### src/rtl/rggen_bit_field_hw_update_queue.sv
// FIFO that feeds hardware updates into a hw-settable bit field. An update is issued
// only in cycles without a software access, so software writes always take precedence.
module rggen_bit_field_hw_update_queue #(
  parameter int WIDTH       = 8,
  parameter int DEPTH       = 4,
  parameter int DEFER_LIMIT = 16
)(
  input  logic                       i_clk,
  input  logic                       i_rst,
  input  logic                       i_clear,
  input  logic                       i_sw_access,
  input  logic                       i_update_valid,
  output logic                       o_update_ready,
  input  logic [WIDTH-1:0]           i_update_value,
  output logic                       o_set,
  output logic [WIDTH-1:0]           o_value,
  output logic [$clog2(DEPTH+1)-1:0] o_count,
  output logic                       o_overflow,
  output logic                       o_starved
);

  localparam int CW = $clog2(DEPTH + 1);
  localparam int PW = (DEPTH > 1) ? $clog2(DEPTH) : 1;
  localparam int DW = $clog2(DEFER_LIMIT + 1);
  localparam logic [CW-1:0] DEPTH_C  = CW'(DEPTH);
  localparam logic [PW-1:0] LAST_PTR = PW'(DEPTH - 1);
  localparam logic [DW-1:0] LIMIT_C  = DW'(DEFER_LIMIT);

  logic [WIDTH-1:0] r_mem [DEPTH];
  logic [PW-1:0]    r_wptr;
  logic [PW-1:0]    r_rptr;
  logic [CW-1:0]    r_count;
  logic [DW-1:0]    r_defer;
  logic             r_overflow;
  logic             r_starved;

  logic             w_empty;
  logic             w_ready;
  logic             w_push;
  logic             w_pop;
  logic [DW-1:0]    w_defer_next;

  function automatic logic [PW-1:0] next_ptr(input logic [PW-1:0] ptr);
    return (ptr == LAST_PTR) ? '0 : ptr + PW'(1);
  endfunction

  assign w_empty = (r_count == '0);
  assign w_ready = (r_count < DEPTH_C);
  assign w_push  = i_update_valid & w_ready & ~i_clear;
  assign w_pop   = ~w_empty & ~i_sw_access & ~i_clear;

  assign o_update_ready = w_ready;
  assign o_set          = w_pop;
  assign o_value        = w_empty ? '0 : r_mem[r_rptr];
  assign o_count        = r_count;
  assign o_overflow     = r_overflow;
  assign o_starved      = r_starved;

  // Defer counter restarts whenever the head is issued or nothing is pending.
  always_comb begin
    w_defer_next = r_defer;
    if (w_empty || w_pop) begin
      w_defer_next = '0;
    end else if (r_defer != LIMIT_C) begin
      w_defer_next = r_defer + DW'(1);
    end else begin
      w_defer_next = r_defer;
    end
  end

  always_ff @(posedge i_clk or posedge i_rst) begin
    if (i_rst) begin
      for (int i = 0; i < DEPTH; i++) begin
        r_mem[i] <= '0;
      end
    end else if (w_push) begin
      r_mem[r_wptr] <= i_update_value;
    end
  end

  always_ff @(posedge i_clk or posedge i_rst) begin
    if (i_rst) begin
      r_wptr     <= '0;
      r_rptr     <= '0;
      r_count    <= '0;
      r_defer    <= '0;
      r_overflow <= 1'b0;
      r_starved  <= 1'b0;
    end else if (i_clear) begin
      r_wptr     <= '0;
      r_rptr     <= '0;
      r_count    <= '0;
      r_defer    <= '0;
      r_overflow <= 1'b0;
      r_starved  <= 1'b0;
    end else begin
      if (w_push) begin
        r_wptr <= next_ptr(r_wptr);
      end
      if (w_pop) begin
        r_rptr <= next_ptr(r_rptr);
      end
      case ({w_push, w_pop})
        2'b10:   r_count <= r_count + CW'(1);
        2'b01:   r_count <= r_count - CW'(1);
        default: r_count <= r_count;
      endcase
      r_defer <= w_defer_next;
      if (i_update_valid && !w_ready) begin
        r_overflow <= 1'b1;
      end
      if (w_defer_next == LIMIT_C) begin
        r_starved <= 1'b1;
      end
    end
  end

endmodule
### config.mk
export PLATFORM = sky130hd
export DESIGN_NAME = rggen_bit_field_hw_update_queue
export DESIGN_NICKNAME = d
export VERILOG_FILES = /design/src/rtl/rggen_bit_field_hw_update_queue.sv
export SDC_FILE = /design/constraint.sdc
export NUM_CORES = 1
export LEC_CHECK = 0
export CELL_PAD_IN_SITES_DETAIL_PLACEMENT = 0
export CELL_PAD_IN_SITES_GLOBAL_PLACEMENT = 2
export CORE_UTILIZATION = 26
export CTS_CLUSTER_SIZE = 40
export DETAILED_ROUTE_END_ITERATION = 10
export DONT_BUFFER_PORTS = 1
export HOLD_SLACK_MARGIN = 0.05
export PLACE_DENSITY = 0.57
export SYNTH_ARGS = -nofsm -noshare
export SYNTH_HDL_FRONTEND = slang
export SYNTH_SLANG_ARGS = --single-unit
### constraint.sdc
create_clock -name i_clk -period 2.5 [get_ports i_clk]
set_input_delay 0.5 -clock i_clk [delete_from_list [all_inputs] [get_ports i_clk]]
set_output_delay 0.5 -clock i_clk [all_outputs]
set_load 0.005 [all_outputs]
# Yosys cells after proc, flatten, opt, wreduce, memory -nomap -nowiden
# Cells that the tools add are included.
# Widths: inputs -> output; s select.
[totals] regBits=46 out_inout_bits=15 elab_cells=66
[op_classes] addsub=5 order_cmp=4 n_eq_ne=6 mux=22 bitwise_logic=9 reduce_logical=10
[ops] op="$bwmux 32" n=1
[ops] op="$mux 8" n=4
[ops] op="$bmux 8 s2" n=1
[ops] op="$demux 8 s2" n=1
[ops] op="$mux 5" n=3
[ops] op="$mux 2" n=6
[ops] op="$reduce_bool 2->1" n=4
[ops] op="$eq 2x2->1 const B" n=3
[ops] op="$ge 3x3->1 const B" n=2
[ops] op="$not 2->3" n=2
[ops] op="$pmux 3 s2" n=1
[ops] op="$add 5x1->5 const B" n=1
[ops] op="$eq 5x5->1 const B" n=1
[ops] op="$ne 5x5->1 const B" n=1
[ops] op="$add 2x1->2 const B" n=2
[ops] op="$and 1x1->1" n=4
[ops] op="$mux 1" n=4
[ops] op="$add 3x1->3 const B" n=1
[ops] op="$logic_not 3->1" n=1
[ops] op="$lt 3x1->1 const B" n=1
[ops] op="$lt 3x3->1 const B" n=1
[ops] op="$mux 3" n=1
[ops] op="$not 1->1" n=3
[ops] op="$reduce_bool 3->1" n=1
[ops] op="other kinds (5)" n=6

# Depth between registers and ports, before layout
[logic_depth] ltp_word=9 mapped_depth=8 mapped_depth_nobuf=7

# Least setup slack after synthesis
# No wires, ideal clock.
[synth_timing] path_kind="input port to flip-flop" startpoint="input i_sw_access" endpoint="register r_count[2] (netlist: o_count[2])" setup_time_ns=0.082 arrival_time_ns=2.309 setup_slack_ns=0.108 stages=8 path_cell_list="clkbuf_1 or2_1 clkbuf_2 nor2_1 and2_1 fa_1 or4_1 a31oi_1"
[synth_via] elab_chain_len=6
[synth_rtl] element="from (decl)" line="11" rtl="input logic i_sw_access,"
[synth_rtl] element="$not 1->1 *" line="50" rtl="assign w_pop = ~w_empty & ~i_sw_access & ~i_clear;"
[synth_rtl] element="$and 1x1->1 * (2 in a row)" line="50"
[synth_rtl] element="named net o_set" line="15" rtl="output logic o_set,"
[synth_rtl] element="$eq 2x1->1 or $eq 2x2->1 (tied branches)" line="103" rtl="case ({w_push, w_pop})"
[synth_rtl] element="$pmux 3 s2" line="103"
[synth_rtl] element="$mux 3" line="89" rtl="end else if (i_clear) begin"
[synth_rtl] element="to (signal assigned)" line="104" rtl="2'b10: r_count <= r_count + CW'(1);"
[synth_rtl] element="to (signal assigned)" line="105" rtl="2'b01: r_count <= r_count - CW'(1);"
[synth_rtl] element="to (signal assigned)" line="106" rtl="default: r_count <= r_count;"
[synth_rtl] element="to (decl)" line="32" rtl="logic [CW-1:0] r_count;"
# The timed path passes the listed nets; every way through them passes the cells marked *.
# A chain may end at the register's enable or synchronous reset.

# Worst setup path in the final report
[layout_timing] startpoint="register r_rptr[0]" endpoint="output o_value[7]"
[layout_via] elab_chain_len=5
[layout_rtl] element="from (decl)" line="31" rtl="logic [PW-1:0] r_rptr;"
[layout_rtl] element="from (signal assigned)" line="101" rtl="r_rptr <= next_ptr(r_rptr);"
[layout_rtl] element="$not 2->3 (not written as such)" line="54" rtl="assign o_value = w_empty ? '0 : r_mem[r_rptr];"
[layout_rtl] element="$bmux 8 s2" line="54"
[layout_rtl] element="$mux 8 (not written as such) (2 in a row)" line="54"
[layout_rtl] element="$mux 8" line="54"
[layout_rtl] element="to (decl)" line="16" rtl="output logic [WIDTH-1:0] o_value,"
# Every way passes these cells. The select of a mux whose other input is x is not followed.

==> impl_metrics.csv <==
group,metric,value,unit
outcome,status,"finished clean",
floorplanning,die-area,9200,um2
power,leakage,0.00107,uW
cts,post_cts_resized,0,
worst_hold_path,hold_class,"primary input to async pin",
timing,maxSlewViolCount,0,
timing,finalCritPeriodShare,91.5,%
global_routing,grt_overflow_total,0,
worst_setup_path,cp_slowest_cell,"dfrtp_1",
timing,hold_viol,0,
place,gp_congestion,0.718,
cells_and_area,syn_to_final_growth,9.55,%
yosys,ys_warn_count,0,
floorplanning,io_pins,28,
cts,cts_root_buf,"clkbuf_8",
yosys,synth_flop_cell,"dfrtp_1",
worst_setup_path,cp.required,2000,ps
yosys,yosys.area.top_type,"dfrtp_1",
worst_setup_path,max_stage_delay,730,ps
global_routing,grt_pass1_wl,7.83,mm
cts,clock_latency,300,ps
routing,drc,0,
worst_setup_path,worst_setup_path_end_kind,"primary output",
worst_setup_path,reg2reg_from,"o_count[2]",
cts,post-cts-setup-buffers,0,
routing,wirelength,4.78,mm
yosys,synth_area_per_cell,12.8,um2
cells_and_area,fin_nets,203,
yosys,synth_top_area_share,50.2,%
power,switching_share,27.0,%
floorplanning,num_rows,33,
power,clkPwrFrac,24.6,%
place,port_buffers,0,
cells_and_area,final_cells,288,
routing,drt_iter0_markers,22,
routing,vias,1371,
yosys,synthCells,179,
global_routing,grt_pass1_vias,1561,
yosys,synth_edf_count,0,
global_routing,grt_max_degree,25,
place,dp_hpwl,3.34,mm
routing,drtPass1Iterations,4,
worst_setup_path,startpoint_type,"flop",
cells_and_area,nFillCells,845,
timing,relSlewSlack,40.0,%
routing,antenna_left,0,
power,p_int,1360,uW
power,combPwrFrac,21.5,%
yosys,synth_seq_cells,46,
global_routing,antenna_found_initial,0,
cts,holdBufCountCts,0,
worst_setup_path,path_buf_inv,0,
timing,skew,4.59,ps
worst_setup_path,critPathTopFamily,"flip-flops",
worst_setup_path,cp.arrival,1790,ps
power,cellPowerDensity,742,nW/um2
timing,tns,0,ps
timing,setup-violations-final,0,
worst_setup_path,crit_fanout,11,
cts,cts_tree,"done",
global_routing,track_usage,11.7,%
timing,period_needed,2290,ps
timing,fmax,437,MHz
worst_setup_path,r2r-end,"o_count[2]",
routing,wl_per_cell,16.6,um
cts,htree_levels,2,
cts,cts_buffers,5,
cells_and_area,drive_gt1_share,31.7,%
yosys,syn_area,2290,um2
floorplanning,core_area,8380,um2
yosys,yosysSeqAreaShare,50.2,%
cells_and_area,n_antenna_cell,0,
cts,clkTransAtPathRegs,80,ps
routing,avgViaCountPerCell,4.76,
timing,tightest_slew,895,ps
yosys,synthArstFlopShare,100,%
worst_setup_path,r2r_slack,230,ps
cts,clockBufferDepth,2,
timing,rsz0062_at_grt,"no",
floorplanning,die_width,95.9,um
cells_and_area,multiInputGateArea,1060,um2
floorplanning,die_h,95.9,um
worst_setup_path,critPathKind,"flop to primary output",
power,ir_worst_vdd,0.000382,V
cts,clock_sinks,46,
yosys,syn_nets,200,
job,drv_cap,0,
yosys,synth.area.top_cells,"dfrtp_1, mux2_2, mux4_2, ha_1, nor2b_1",
worst_setup_path,crit_chain,"mux4_2, nor2b_1",
cells_and_area,regArea,1150,um2
yosys,ys_types,35,
place,post-place-cells,280,
power,p_sw,504,uW
power,p_seq_share,53.9,%
worst_setup_path,reg2reg_depth,7,
floorplanning,start_util,27.3,%
==> cell usage in the layout (no fill, tap or decap), drive strengths merged, types with 3 or more instances in the layout <==
cell     n
nor3     4
mux4     8
nor2b    9
a21oi    6
inv      6
ha       7
nor2    13
and2     5
dfrtp   46
buf      7
mux2    33
nand3    3
clkinv   3
clkbuf   5
nand3b   3
==> power groups by stage <==
stage	combinational (uW)	sequential (uW)	clock (uW)
floorplan	347	987	0
global placement	395	1010	0
detailed placement	415	1020	0
CTS	415	1010	488
global route	449	1030	523
finish	401	1010	458
==> synthesized netlist by cell type (all sizes together), types with 2 or more instances <==
cell type and count:
nand2b 2, and2 5, clkbuf 3, nor3 4, mux2 33, o21ai 2, nand2 2, xnor2 2
ha 7, nand3b 3, inv 7, nor2b 9, buf 8, xor2 2, a21oi 6, mux4 8
nor2 13, nand3 3, mux2i 2, dfrtp 46
==> through the flow <==
step	area [um2]	utilization, %	hold slack (ps)	power, uW	setup WS, ps
after global placement	2420	28.9	484	1400	321
after global routing	2510	30.0	216	2000	78.5
after detailed placement	2420	28.9	492	1440	252
final	2510	30.0	161	1860	211
after floorplan	2290	-	475	1330	108
after CTS	2510	30.0	185	1910	149
==> worst max-delay path by stage <==
| stage | startpoint | to | slack [ps] | cells past startpoint |
|---|---|---|---|---|
| after floorplan | i_sw_access | o_count[2] | 110 | 8 |
| after global placement | o_count[2] | o_count[2] | 320 | 7 |
| after detailed placement | o_count[2] | o_count[2] | 250 | 7 |
| after CTS | r_rptr[0] | o_value[7] | 150 | 2 |
| after global routing | r_rptr[0] | o_value[7] | 80 | 2 |
| final | r_rptr[0] | o_value[7] | 210 | 2 |
==> registers in the layout, indices dropped and copies added, names as in the netlist <==
name	flops
r_mem	32
r_rptr	2
o_overflow	1
o_count	3
r_defer	5
r_wptr	2
o_starved	1
==> cell families (layout without fill, tap and decap cells) <==
logic type | count (synthesis) | count (layout) | share of synthesized area [%]
adders and majority gates | 8 | 8 | 4.69
xor gates and xnor gates | 4 | 4 | 1.53
buffers and inverters | 18 | 22 | 3.55
muxes | 43 | 43 | 24.9
DFF | 46 | 46 | 50.2
and+or+nand+nor | 47 | 47 | 11.5
AOI/OAI and AO/OA | 13 | 13 | 3.55
==> per-layer routing <==
layer	global-route usage, %	routed length [um]
met1	13.2	1990
met2	20.7	2410
met3	4.19	332
met4	3.36	42
met5	0	0
==> area by class of cell <==
class,count,share of cell area (%)
sequential,46,45.8
multi-input combinational,115,42.2
tap,105,5.23
clock buffer,5,2.74
timing repair buffer,7,2.09
inverter,7,1.05
clock inverter,3,0.847
Power figures use the tool's default switching activity.
